==> src/rtl/xmega_mul_seq.sv <==
// Iterative shift-add multiplier for MUL/MULS/MULSU/FMUL/FMULS/FMULSU with busy/done handshake.
// Fractional ops are implemented only when XMEGA_MUL_FRACT_EN is defined; otherwise they return R=0.
module xmega_mul_seq #(
  parameter int BITS_PER_CYCLE = 2
) (
  input  logic        clk,
  input  logic        rst_n,
  input  logic        start,
  input  logic        kill,
  input  logic [2:0]  op,
  input  logic [7:0]  rd,
  input  logic [7:0]  rr,
  input  logic [7:0]  sreg_in,
  output logic        busy,
  output logic        done,
  output logic [15:0] R,
  output logic [7:0]  sreg_out
);
  localparam int N = 8 / BITS_PER_CYCLE;

  localparam logic [1:0] S_IDLE = 2'd0;
  localparam logic [1:0] S_CALC = 2'd1;
  localparam logic [1:0] S_FIX  = 2'd2;

  logic [1:0]  state;
  logic [3:0]  cnt;
  logic [2:0]  op_q;
  logic [7:0]  sreg_q;
  logic [7:0]  mplier;
  logic [15:0] mcand;
  logic [15:0] acc;
  logic        neg_q;

  // issue-time operand decode
  logic       signed_rd, signed_rr;
  logic [7:0] rd_mag, rr_mag;
  logic       neg_d;

  always_comb begin
    signed_rd = (op == 3'b001) || (op == 3'b010) || (op == 3'b100) || (op == 3'b101);
    signed_rr = (op == 3'b001) || (op == 3'b100);
    rd_mag    = (signed_rd && rd[7]) ? (~rd + 8'd1) : rd;
    rr_mag    = (signed_rr && rr[7]) ? (~rr + 8'd1) : rr;
    neg_d     = (signed_rd & rd[7]) ^ (signed_rr & rr[7]);
  end

  // partial products for the low BITS_PER_CYCLE multiplier bits
  logic [15:0] acc_nxt;
  always_comb begin
    acc_nxt = acc;
    for (int j = 0; j < BITS_PER_CYCLE; j++)
      if (mplier[j]) acc_nxt = acc_nxt + (mcand << j);
  end

  // sign fix-up and flag generation
  logic        frac_q;
  logic [15:0] p_fix, r_fix;
  logic [7:0]  s_fix;
  always_comb begin
    frac_q = (op_q == 3'b011) || (op_q == 3'b100) || (op_q == 3'b101);
    p_fix  = neg_q ? (~acc + 16'd1) : acc;
    r_fix  = p_fix;
    s_fix  = sreg_q;
`ifdef XMEGA_MUL_FRACT_EN
    if (frac_q) r_fix = {p_fix[14:0], 1'b0};
    s_fix[0] = p_fix[15];
    s_fix[1] = (r_fix == 16'h0000);
`else
    // unsupported fractional ops report zero and leave SREG untouched so the core can trap
    if (frac_q) begin
      r_fix = 16'h0000;
    end else begin
      s_fix[0] = p_fix[15];
      s_fix[1] = (r_fix == 16'h0000);
    end
`endif
  end

  assign busy = (state != S_IDLE);

  always_ff @(posedge clk or negedge rst_n) begin
    if (!rst_n) begin
      state    <= S_IDLE;
      cnt      <= 4'd0;
      op_q     <= 3'd0;
      sreg_q   <= 8'h00;
      mplier   <= 8'h00;
      mcand    <= 16'h0000;
      acc      <= 16'h0000;
      neg_q    <= 1'b0;
      done     <= 1'b0;
      R        <= 16'h0000;
      sreg_out <= 8'h00;
    end else begin
      done <= 1'b0;
      case (state)
        S_IDLE: begin
          if (start && !kill) begin
            op_q   <= op;
            sreg_q <= sreg_in;
            mplier <= rr_mag;
            mcand  <= {8'h00, rd_mag};
            neg_q  <= neg_d;
            acc    <= 16'h0000;
            cnt    <= 4'(N);
            state  <= S_CALC;
          end
        end
        S_CALC: begin
          if (kill) begin
            state <= S_IDLE;
          end else begin
            acc    <= acc_nxt;
            mplier <= mplier >> BITS_PER_CYCLE;
            mcand  <= mcand << BITS_PER_CYCLE;
            cnt    <= cnt - 4'd1;
            if (cnt == 4'd1) state <= S_FIX;
          end
        end
        S_FIX: begin
          state <= S_IDLE;
          if (!kill) begin
            R        <= r_fix;
            sreg_out <= s_fix;
            done     <= 1'b1;
          end
        end
        default: state <= S_IDLE;
      endcase
    end
  end
endmodule

==> config.mk <==
export PLATFORM = sky130hd
export DESIGN_NAME = xmega_mul_seq
export DESIGN_NICKNAME = d
export VERILOG_FILES = /design/src/rtl/xmega_mul_seq.sv
export SDC_FILE = /design/constraint.sdc
export NUM_CORES = 1
export LEC_CHECK = 0
export ABC_AREA = 1
export CAP_MARGIN = 20
export CORE_MARGIN = 2
export CORE_UTILIZATION = 53
export DETAILED_ROUTE_END_ITERATION = 16
export PLACE_DENSITY = 0.78
export SLEW_MARGIN = 0
export SYNTH_ARGS = -nofsm -noshare
export SYNTH_HDL_FRONTEND = slang
export SYNTH_SLANG_ARGS = --single-unit
==> constraint.sdc <==
create_clock -name clk -period 3.15 [get_ports clk]
set_input_delay 0.945 -clock clk [delete_from_list [all_inputs] [get_ports clk]]
set_output_delay 0.945 -clock clk [all_outputs]
set_load 0.01 [all_outputs]
==> impl_metrics.tcl, run 1 <==
set metrics [dict create \
    synth_edf_count 0 \
    diodes 0 \
    nFillCells 876 \
    power.density_nw_per_um2 989 \
    cp-start-kind "flop" \
    yosysWarnings 0 \
    final_area_um2 7560 \
    async_flop_share_pct 100 \
    dpl_cell_area_um2 6900 \
    syn_nets 918 \
    overflow 0 \
    grt_pass1_vias 5384 \
    die_x_um 110 \
    area_delta_synth_final_pct 26.7 \
    path_cells "ha_1 -> nand2_2 -> o21ai_2 -> buf_4 -> xor2_1 -> nand2_1 -> o21ai_0 -> ha_1 -> nand2_1 -> nand2_1 -> o21bai_1 -> a21oi_2 -> o21ai_1 -> nor2_1 -> nor2_1 -> nand2_1 -> nand3_1 -> o21ai_1" \
    cap_violations 0 \
    switching_share_pct 49.0 \
    cts_made_buffers 9 \
    ys_seq_elements 83 \
    htree_levels 3 \
    synth.distinct_cells 43 \
    io_buffers 56 \
    p_comb_share_pct 66.0 \
    max_stage_delay_ns 0.44 \
    cts.reportedPaths.clkPinSlew_ns 0.10 \
    drtIter0Drc 479 \
    postSynthAreaPerCell_um2 7.02 \
    final.setup_skew_ns 0.00918 \
    route.final.wire_length_mm 17.1 \
    slowest_stage "dfrtp_1" \
    start_util_pct 54.8 \
    synthCells 850 \
    ant_nets 0 \
    pwr-share-clk_pct 10.8 \
    layout-drive-gt1-share_pct 17.1 \
    max_clock_freq_mhz 311 \
    rsz0062_at_grt "true" \
    violations "negative setup slack" \
    crit_required_ns 3.47 \
    synth_ff_type "dfrtp_1" \
    wl_per_cell_um 15.7 \
    slew_violations 0 \
    cp_common_cell "nand2_1" \
    antenna_found_initial 0 \
    crit_family "compound AO/OA/AOI/OAI gates" \
    worst_slew_pin_slew_ns 0.697 \
    core_um2 10900 \
    multiInputGateArea_um2 3760 \
    cts_tree "yes" \
    grt_max_degree 44 \
    dpl_worst_slack_ns -0.0616 \
    pin_count 57 \
    cp_max_fo 4 \
    cp-end-kind "flop" \
    register_area_um2 2080 \
    gp_congestion 0.960 \
    max-vdd-ir-drop_mv 0.454 \
    critPathKind "flop to flop" \
    firstDrtPassIters 5 \
    clock_latency_ns 0.39 \
    hpwl_mm 11.8 \
    tns_ns -0.115 \
    hold_viol 0 \
    arrival_ns 3.53 \
    clk_path_buf_depth 2 \
    max-slew-margin-rel_pct 53.5 \
    vias 6097 \
    grt_first_pass_wirelength_mm 25.9 \
    min_path_type "flop to flop" \
    period_minus_slack_ns 3.21 \
    p_leak_nw 3.77 \
    setup_viol 3 \
    cts.sinks 83 \
    synth.cell_area_um2 5960 \
    drt_drc_violations_left 0 \
    route.detailed.vias_per_inst 5.58 \
    cp_num_buf_inv 1 \
    setup_ws_ns -0.0645 \
    core.rowCount 38 \
    cts-hold-fix-buffers 0 \
    p_int_mw 3.81 \
    status "finished with violations" \
    cts_root_buf "clkbuf_8" \
    seqPwrFrac_pct 23.2 \
    switchingPower_mw 3.67 \
    finalCritPeriodShare_pct 102 \
    grt.total_usage_pct 27.9 \
    nNetsFinal 1015 \
    die_h_um 110 \
    ys_seq_area_share_pct 34.8 \
    fp.dieArea_um2 12100 \
]
[Yosys cell counts, types with 5 or more instances]
master | count | area (µm²)
o21ai_0 | 53 | 265
nor2_1 | 75 | 282
nand2_1 | 269 | 1010
o211ai_1 | 10 | 75.1
buf_2 | 11 | 55.1
nand3_1 | 56 | 280
xor2_1 | 15 | 131
a21oi_1 | 47 | 235
ha_1 | 35 | 438
o22ai_1 | 12 | 75.1
xnor2_1 | 5 | 43.8
o21ai_1 | 11 | 55.1
dfrtp_1 | 83 | 2080
nor3_1 | 6 | 30.0
a22o_1 | 6 | 52.6
clkbuf_1 | 7 | 26.3
a21o_1 | 6 | 45.0
inv_1 | 88 | 330
[flip-flops by register name (all words and copies together) (netlist names), 3 cells and up]
register,count
R,16
acc,16
mcand,16
mplier,8
sreg_out,8
sreg_q,8
cnt,4
op_q,3
[what timing repair did]
item | in CTS | in global routing
pin swaps | 2 | 24
gates resized for setup | 6 | 84
endpoints found under the setup margin | 7 | 11
buffers inserted | 2 | 12
[worst reg2reg max path, cell delays in order (launching register included)]
cell,delay (ns)
dfrtp_1,0.44
ha_1,0.32
nand2_2,0.07
o21ai_2,0.22
buf_4,0.16
xor2_1,0.21
nand2_1,0.07
o21ai_0,0.18
ha_1,0.35
nand2_1,0.09
nand2_1,0.06
o21bai_1,0.20
a21oi_2,0.22
o21ai_1,0.12
nor2_1,0.13
nor2_1,0.05
nand2_1,0.09
nand3_1,0.08
o21ai_1,0.09
[layout by cell type (no fill, tap or decap), drive strengths merged]
cell           instances
clkinv                 2
nand3                 56
inv                   98
xor2                  15
buf                   55
a21oi                 47
o22ai                 14
o21ai                 68
clkdlybuf4s50         55
o211ai                10
o31ai                  4
dfrtp                 83
nor2                  81
clkbuf                 9
xnor2                  5
fa                     2
or2                    5
a32o                   1
nand4                  4
o21bai                 4
nor3                   7
ha                    35
a31oi                  3
o21a                   1
nor4                   2
a22o                   6
a22oi                  1
nand3b                 4
nand2                269
a21o                   6
[through the flow]
step | power [mW] | instances | hold slack (ns) | utilization, %
floorplan | 4.39 | 850 | 0.442 | -
global placement | 5.63 | 1062 | 0.455 | 63.3
detailed placement | 5.68 | 1062 | 0.459 | 63.3
CTS | 6.59 | 1080 | 0.483 | 65.6
global route | 8.08 | 1092 | 0.493 | 69.4
finish | 7.48 | 1092 | 0.479 | 69.4
[power groups by stage]
| stage | clock network [mW] | logic, mW | registers [mW] |
|---|---|---|---|
| global placement | 0 | 3.93 | 1.70 |
| global route | 0.862 | 5.45 | 1.77 |
| detailed placement | 0 | 3.96 | 1.71 |
| floorplan | 0 | 2.73 | 1.65 |
| CTS | 0.819 | 4.07 | 1.70 |
| finish | 0.806 | 4.94 | 1.74 |
[area by class of cell]
| cell class | instances | share of cell area, % |
|---|---|---|
| clock buffers | 9 | 1.64 |
| clock inverters | 7 | 1.01 |
| inverters | 93 | 4.68 |
| multi-input cells | 650 | 49.8 |
| flip-flops and latches | 83 | 27.5 |
| well taps | 140 | 2.32 |
| repair buffers | 110 | 13.1 |
[path summary, 6_finish.rpt]
path,start,end,slack [ns],cells after the start
setup / recovery,acc[1],acc[12],-0.06,18
hold / removal,sreg_q[7],sreg_q[7],0.48,2
setup reg to reg,acc[1],acc[12],-0.06,18
hold reg to reg,sreg_q[7],sreg_q[7],0.48,2
max in group asynchronous,rst_n,mcand[8],1.99,2
min in group asynchronous,rst_n,mplier[7],0.53,1
[cell families (layout without fill, tap and decap cells)]
logic type,Yosys count,count (layout),share of synthesized area (%)
buf+inv,117,219,8.08
simple gates,428,428,29.8
compound gates,165,165,16.3
fa+ha+maj,37,37,8.01
xor+xnor,20,20,2.94
flops,83,83,34.8
[routing by layer]
layer	global-route usage, %	vias to the layer above	share of wire [%]
met1	36.8	2823	43
met3	4.47	48	5.3
met2	44.7	239	48
met5	0	-	0
li1	-	2987	-
met4	13.7	0	3.8
Note: power is estimated with default switching activity, not from simulation.
==> run 2, diff against run 1 <==
--- a/config.mk
+++ b/config.mk
@@ -9,6 +9,7 @@
 export CAP_MARGIN = 20
 export CORE_MARGIN = 2
 export CORE_UTILIZATION = 53
+export CTS_CLUSTER_SIZE = 12
 export DETAILED_ROUTE_END_ITERATION = 16
 export PLACE_DENSITY = 0.78
 export SLEW_MARGIN = 0
==> results of run 2 <==
The final DEF is identical to that of run 1; final timing and power are the same.
